## src/rtl/beep_sequencer.sv

```systemverilog
// Turns one-cycle chime/alarm event pulses into timed on/off beep trains
// for the buzzer controller. Fully synchronous to clk, synchronous active-low reset.
//
// state | meaning
// IDLE  | no sequence, prescaler parked
// ON    | beep high for ON_MS
// OFF   | low between beeps of a train/group for OFF_MS
// GAP   | low between alarm groups for GAP_MS
module beep_sequencer #(
  parameter int TICK_DIV        = 50000,
  parameter int ON_MS           = 100,
  parameter int OFF_MS          = 100,
  parameter int GAP_MS          = 500,
  parameter int BEEPS_PER_GROUP = 4,
  parameter int ALARM_GROUPS    = 30
) (
  input  logic       clk,
  input  logic       rst,
  input  logic       chime_trig,
  input  logic [4:0] hour,
  input  logic       alarm_trig,
  input  logic       stop,
  output logic       beep,
  output logic       busy,
  output logic       alarm_active,
  output logic       done
);

  localparam int MS_MAX   = (ON_MS > OFF_MS) ? ((ON_MS > GAP_MS) ? ON_MS : GAP_MS)
                                             : ((OFF_MS > GAP_MS) ? OFF_MS : GAP_MS);
  localparam int BEEP_MAX = (BEEPS_PER_GROUP > 12) ? BEEPS_PER_GROUP : 12;
  localparam int PRESC_W  = (TICK_DIV > 1) ? $clog2(TICK_DIV) : 1;
  localparam int MS_W     = (MS_MAX > 1) ? $clog2(MS_MAX) : 1;
  localparam int BEEP_W   = (BEEP_MAX > 1) ? $clog2(BEEP_MAX) : 1;
  localparam int GRP_W    = (ALARM_GROUPS > 1) ? $clog2(ALARM_GROUPS) : 1;

  typedef enum logic [1:0] {IDLE, ON, OFF, GAP} state_t;

  state_t              state;
  logic [PRESC_W-1:0]  presc;
  logic [MS_W-1:0]     ms_left;
  logic [BEEP_W-1:0]   beeps_left;
  logic [GRP_W-1:0]    groups_left;

  logic              tick;
  logic              hour_valid;
  logic [4:0]        h12;
  logic [BEEP_W-1:0] chime_n_m1;

  always_comb begin
    tick       = (presc == PRESC_W'(TICK_DIV - 1));
    hour_valid = (hour <= 5'd23);
    h12        = (hour >= 5'd12) ? (hour - 5'd12) : hour;
    chime_n_m1 = (h12 == 5'd0) ? BEEP_W'(11) : BEEP_W'(h12 - 5'd1);
  end

  // Phase timers are down-counters of remaining ms; a phase ends on the tick
  // that arrives while the counter is already at zero.
  always_ff @(posedge clk) begin
    if (!rst) begin
      state        <= IDLE;
      presc        <= '0;
      ms_left      <= '0;
      beeps_left   <= '0;
      groups_left  <= '0;
      beep         <= 1'b0;
      busy         <= 1'b0;
      alarm_active <= 1'b0;
      done         <= 1'b0;
    end else begin
      done <= 1'b0;
      if (stop) begin
        state        <= IDLE;
        presc        <= '0;
        ms_left      <= '0;
        beeps_left   <= '0;
        groups_left  <= '0;
        beep         <= 1'b0;
        busy         <= 1'b0;
        alarm_active <= 1'b0;
      end else if (alarm_trig) begin
        state        <= ON;
        presc        <= '0;
        ms_left      <= MS_W'(ON_MS - 1);
        beeps_left   <= BEEP_W'(BEEPS_PER_GROUP - 1);
        groups_left  <= GRP_W'(ALARM_GROUPS - 1);
        beep         <= 1'b1;
        busy         <= 1'b1;
        alarm_active <= 1'b1;
      end else if (chime_trig && state == IDLE && hour_valid) begin
        state        <= ON;
        presc        <= '0;
        ms_left      <= MS_W'(ON_MS - 1);
        beeps_left   <= chime_n_m1;
        groups_left  <= '0;
        beep         <= 1'b1;
        busy         <= 1'b1;
        alarm_active <= 1'b0;
      end else if (state != IDLE) begin
        presc <= tick ? '0 : presc + 1'b1;
        if (tick) begin
          if (ms_left != '0) begin
            ms_left <= ms_left - 1'b1;
          end else begin
            case (state)
              ON: begin
                beep <= 1'b0;
                if (beeps_left != '0) begin
                  beeps_left <= beeps_left - 1'b1;
                  ms_left    <= MS_W'(OFF_MS - 1);
                  state      <= OFF;
                end else if (groups_left != '0) begin
                  groups_left <= groups_left - 1'b1;
                  beeps_left  <= BEEP_W'(BEEPS_PER_GROUP - 1);
                  ms_left     <= MS_W'(GAP_MS - 1);
                  state       <= GAP;
                end else begin
                  state        <= IDLE;
                  busy         <= 1'b0;
                  alarm_active <= 1'b0;
                  done         <= 1'b1;
                end
              end
              OFF, GAP: begin
                state   <= ON;
                beep    <= 1'b1;
                ms_left <= MS_W'(ON_MS - 1);
              end
              default: state <= IDLE;
            endcase
          end
        end
      end
    end
  end

endmodule

```

## config.mk

```make
export PLATFORM = sky130hd
export DESIGN_NAME = beep_sequencer
export DESIGN_NICKNAME = d
export VERILOG_FILES = /design/src/rtl/beep_sequencer.sv
export SDC_FILE = /design/constraint.sdc
export NUM_CORES = 1
export LEC_CHECK = 0
export CAP_MARGIN = 20
export CORE_MARGIN = 2
export CORE_UTILIZATION = 45
export CTS_CLUSTER_DIAMETER = 100
export DETAILED_ROUTE_END_ITERATION = 7
export GPL_TIMING_DRIVEN = 0
export HOLD_SLACK_MARGIN = 0.08
export MAX_ROUTING_LAYER = met4
export PLACE_DENSITY_LB_ADDON = 0.1
export SYNTH_ARGS = -nofsm -noshare
export SYNTH_HDL_FRONTEND = slang
export SYNTH_SLANG_ARGS = --single-unit
```

## constraint.sdc

```tcl
create_clock -name clk -period 4 [get_ports clk]
set_clock_uncertainty 0.05 [all_clocks]
set_input_delay 0.6 -clock clk [delete_from_list [all_inputs] [get_ports clk]]
set_output_delay 0.6 -clock clk [all_outputs]
set_load 0.005 [all_outputs]
```

# Yosys cells after proc, flatten, opt, wreduce, memory -nomap -nowiden
# Index checks and enable logic that the tools add are counted.
word_totals:
  register_bits: 40
  inputBits: 10
  output_inout_bits: 4
op_classes:
  add_sub_neg: 6
  n_lt_le_gt_ge: 2
  n_eq_ne: 10
  n_mux: 52
  n_bitwise: 6
  n_reduce_logical: 35
ops:
  columns: ["cell", "n"]
  rows:
  - ["5-bit 2-to-1 mux", 9]
  - ["4-bit 2-to-1 mux", 8]
  - ["7-bit 2-to-1 mux", 4]
  - ["9-bit 2-to-1 mux", 3]
  - ["1-bit 2-to-1 mux", 21]
  - ["9-bit case mux with 2 select lines", 1]
  - ["6-bit AND reduction", 3]
  - ["3-bit nonzero test", 6]
  - ["16-bit by 1-bit adder with 16-bit output (second input constant)", 1]
  - ["16-bit == test (second input constant)", 1]
  - ["16-bit 2-to-1 mux", 1]
  - ["4-bit AND reduction", 3]
  - ["4-bit nonzero test", 3]
  - ["5-bit AND reduction", 2]
  - ["5-bit nonzero test", 2]
  - ["3-bit != test (second input constant)", 3]
  - ["9-bit nonzero test", 1]
  - ["9-bit OR reduction", 1]
  - ["9-bit by 1-bit subtractor with 9-bit output (second input constant)", 1]
  - ["2-bit nonzero test", 4]
  - ["4-bit by 1-bit subtractor with 4-bit output (second input constant)", 2]
  - ["2-bit 2-to-1 mux", 3]
  - ["6-bit != test (second input constant)", 1]
  - ["1-bit inverter", 6]
  - ["17 further kinds", 21]

# Longest topological paths before layout
logic_depth:
  word_depth: 9
  depth_mapped: 9
  depth_no_buf: 7

# Worst setup path after synthesis
# Ideal clock, no wire load.
synth_path:
  path_type: "register to register"
  start: "register presc[0]"
  end: "register beeps_left[3]"
  t_arrival_ps: 2098
  t_required_ps: 3877
  slack_ps: 1778
  path_stages_with_launch: 8
  path_buffers: 1
  cell_sequence: "dfxtp_1 ha_1 nor3b_1 nand4_4 or3_1 buf_6 or4_4 o211ai_2"
synth_between:
  elab_chain_cells: 3
synth_lines:
  columns: ["item", "line", "text"]
  rows:
  - ["start, declared", "40", "logic [PRESC_W-1:0] presc;"]
  - ["start signal, assigned", "100", "presc <= tick ? '0 : presc + 1'b1;"]
  - ["16-bit == test", "51", "tick = (presc == PRESC_W'(TICK_DIV - 1));"]
  - ["2-bit nonzero test (no source line)", null, null]
  - ["5-bit AND reduction (no source line)", null, null]
  - ["end signal, assigned", "85", "beeps_left <= BEEP_W'(BEEPS_PER_GROUP - 1);"]
  - ["end signal, assigned", "94", "beeps_left <= chime_n_m1;"]
  - ["end signal, assigned", "109", "beeps_left <= beeps_left - 1'b1;"]
  - ["end, declared", "42", "logic [BEEP_W-1:0] beeps_left;"]
# No other way between the ends.
# A chain may end at the register's enable or synchronous reset.

# Worst setup path in the final report
layout_path:
  start: "input port hour[3]"
  end: "register ms_left[7]"
layout_between:
  elab_chain_cells: 3
layout_lines:
  columns: ["item", "line", "text"]
  rows:
  - ["start, declared", "20", "input logic [4:0] hour,"]
  - ["5-bit less-or-equal comparator", "52", "hour_valid = (hour <= 5'd23);"]
  - ["1-bit logical AND", "90", "end else if (chime_trig && state == IDLE && hour_valid) begin"]
  - ["4-bit OR reduction (no source line)", null, null]
  - ["end signal, assigned", "84", "ms_left <= MS_W'(ON_MS - 1);"]
  - ["end signal, assigned", "93", "ms_left <= MS_W'(ON_MS - 1);"]
  - ["end signal, assigned", "103", "ms_left <= ms_left - 1'b1;"]
  - ["end, declared", "41", "logic [MS_W-1:0] ms_left;"]
# No other way between the ends.

==> impl_results.md <==
* Final TNS setup at 0 ps
* Detailed Route Iter0 Violations at between 100 and 150
* Slew Viols, Final at 0
* Worst slew pin tran at between 800 and 900 ps
* Largest net degree at the start of global routing at 13
* Slowest stage delay, CP at 610 ps
* Number of synthesized flops with an enable pin at 0
* Synthesized area per cell at ~8.4 µm²
* Post-CTS Setup Bufs at 0
* Post-Syn Nets at 300
* First-pass GRT wire length at 9.32 mm
* Final setup viols at 0
* CP Launch Point: hour[3]
* Register Area at 801 µm²
* Peak VDD IR at 0.000174 V
* Status: completed
* Synth Area in Compound Gates at 19.6%
* Avg WL per Cell at 14.6 µm
* GRT Total Usage at 20.2%
* Clk root buf: clkbuf_8
* Clk_lat worst skew at around 300 ps
* Vias per inst at between 5 and 6
* Pwr dens at 321 mW/mm²
* Flops & latches, synth at 40
* DRT Wirelength at approximately 5.4 mm
* Most frequent cells after synthesis: 40 x dfxtp_1, 30 x nor2_1, 24 x nand2_1
* Cell Rows at 26
* Critical Path Sink Type: flop
* CP Launch Type: input pin
* Cells along the critical path: clkdlybuf4s50_1, inv_1, ha_1, a21bo_2, o211ai_1, nand2_1, a311o_1, nor2_1
* Inserted Clock Buffers at 5
* Area of the multi-input gates at ~0.0015 mm²
* Max Fclk at 0.330 GHz
* Final #Nets at around 320
* Leak at 0.000944 µW
* Crit Path Category: input pin to flop
* Die Ht at 76.5 µm
* Antenna violations before repair at 0
* Hold Crit Class: flop to flop
* Pre-CTS setup slack at 706 ps
* Area delta synth->final at 13.3%
* Post-DP HPWL at 3.90 mm
* Synth Instances at 282
* Total congestion overflow at 0
* # fillers at ~500
* # IOs at 14
* DRC Markers at 0
* Post-CTS sizing at 0
* Synth Area in XOR/XNOR at 5.18%
* Main flop type after synthesis: dfxtp_1
* RSZ-0062 raised after global routing: no
* Post-synth ARST share at 0%
* Routability Congestion at roughly 0.84
* Max_cap viols at 0
* CP Max Fanout at 9
* CP max-delay cell: clkdlybuf4s50_1
* Die X at 76.5 µm
* Vias at 2110
* Post-route setup slack at 970 ps
* Largest cells by area after synthesis: dfxtp_1 34%, nor2_1 4.8%, ha_1 4.2%
* Diodes inserted at 0
* Critical Path AT at 3220 ps
* Overall Power at 861 µW
* CTS max path bufs at 2
* Worst reg2reg startpoint: presc[1]
* Vias in the first global route at 1990
* Post-synthesis sequential area ratio at 33.8%
* Synth top area share at 33.8%
* Yosys warnings at 0
* Placeable Area at 0.00507 mm²
* Unique masters post-synth at 58
* Simple-gate share of the synthesized area at 30.8%
* Worst-path clk slew at 80 ps
* PortBufs at 12
* Num Clock Sinks at 40
* Most frequent cell after synthesis: dfxtp_1
* Yosys top cell by area: dfxtp_1
* Post-synthesis instance area at 0.00237 mm²
* Hold Startpoint: busy
* Share of cells above drive strength 1 at 8.61%
* Final worst path period need at 3030 ps
* Main combinational cell family by area after synthesis: simple AND/OR/NAND/NOR gates
* Req. time, crit path at approximately 4200 ps
* Area share of fa/ha/maj cells after synthesis at under 10%
* Die area at 0.00585 mm²
* H-tree levels at 2
* Post-DRT Antenna Nets at 0
* Mux share of post-synthesis cell area at 1.69%
* Starting Density at a little under half
* Crit share post-route at 75.8%
* CTS Hold Buffers Added at 0
* CTS tree: yes
* Rel. slew slack at between 40% and 50%
* Drt first pass iters at 4
* Final hold violations at 0
==> layer usage <==
layer | track usage (%) | share of wire [%] | vias to the layer above
met3 | 3.91 | 3.1 | 2
li1 | - | - | 1084
met1 | 25.1 | 49 | 992
met2 | 32.5 | 48 | 32
met4 | 7.64 | 0.50 | 0
met5 | - | 0 | -
==> cell type report <==
cell class / count / area share, %
multi-input combinational: 216 / 54.3
sequential: 40 / 29.9
timing repair buffer: 12 / 4.48
tap: 70 / 3.27
clock buffer: 6 / 2.71
inverter: 17 / 2.38
buffer: 9 / 1.68
clock inverter: 2 / 1.31
==> metrics by stage <==
stage / cells / utilization, % / hold WS [ps] / instance area [µm²]
final: 372 / 52.8 / 439 / 2680
after global routing: 372 / 52.8 / 480 / 2680
after CTS: 372 / 52.8 / 443 / 2680
after detailed placement: 364 / 50.7 / 432 / 2570
after global placement: 364 / 50.7 / 421 / 2570
after floorplan: 282 / - / 404 / 2370
==> registers in the layout (all words and copies together) (netlist names) <==
name          count
presc            16
ms_left           9
groups_left       5
beeps_left        4
state             2
alarm_active      1
beep              1
busy              1
done              1
==> critical path, delay by kind of cell <==
| kind | cells | cell delay, ps |
|---|---|---|
| AO/OA/AOI/OAI | 3 | 1170 |
| buffers and inverters | 2 | 710 |
| adder cells (fa/ha/maj) | 1 | 190 |
| AND/OR/NAND/NOR | 2 | 530 |
==> logic make-up after synthesis <==
logic type,count (synthesis)
compound gates,67
xor+xnor,14
fa+ha+maj,8
buf+inv,26
flops,40
mux,4
simple gates,123
==> where the power goes <==
part	leakage (µW)	switching (µW)	internal, µW
clock network	0.0000552	144	185
logic	0.000564	68.2	48.1
registers	0.000325	8.88	407
==> final timing paths <==
kind | cells past startpoint | endpoint | slack [ps]
setup / recovery | 8 | ms_left[7] | 970
hold / removal | 2 | busy | 440
setup reg to reg | 6 | ms_left[0] | 1550
hold reg to reg | 2 | busy | 440
==> layout by cell type (no fill, tap or decap), types with 3 or more instances in the layout <==
master and instances:
a211oi_1 3, a21oi_1 17, a31oi_1 5, buf_2 3, clkbuf_1 6, clkbuf_8 5
clkdlybuf4s50_1 12, dfxtp_1 40, ha_1 8, inv_1 17, mux2i_1 4, nand2_1 24
nand2b_1 3, nand3_1 10, nor2_1 30, nor3_1 10, nor3b_1 4, nor4_1 7
nor4b_4 3, o211ai_1 4, o21ai_0 11, o31ai_1 3, o41ai_1 3, or2_2 3
or3_1 4, or4_1 4, xnor2_1 4, xor2_1 10
No activity file was read; power rests on OpenSTA's default activity.
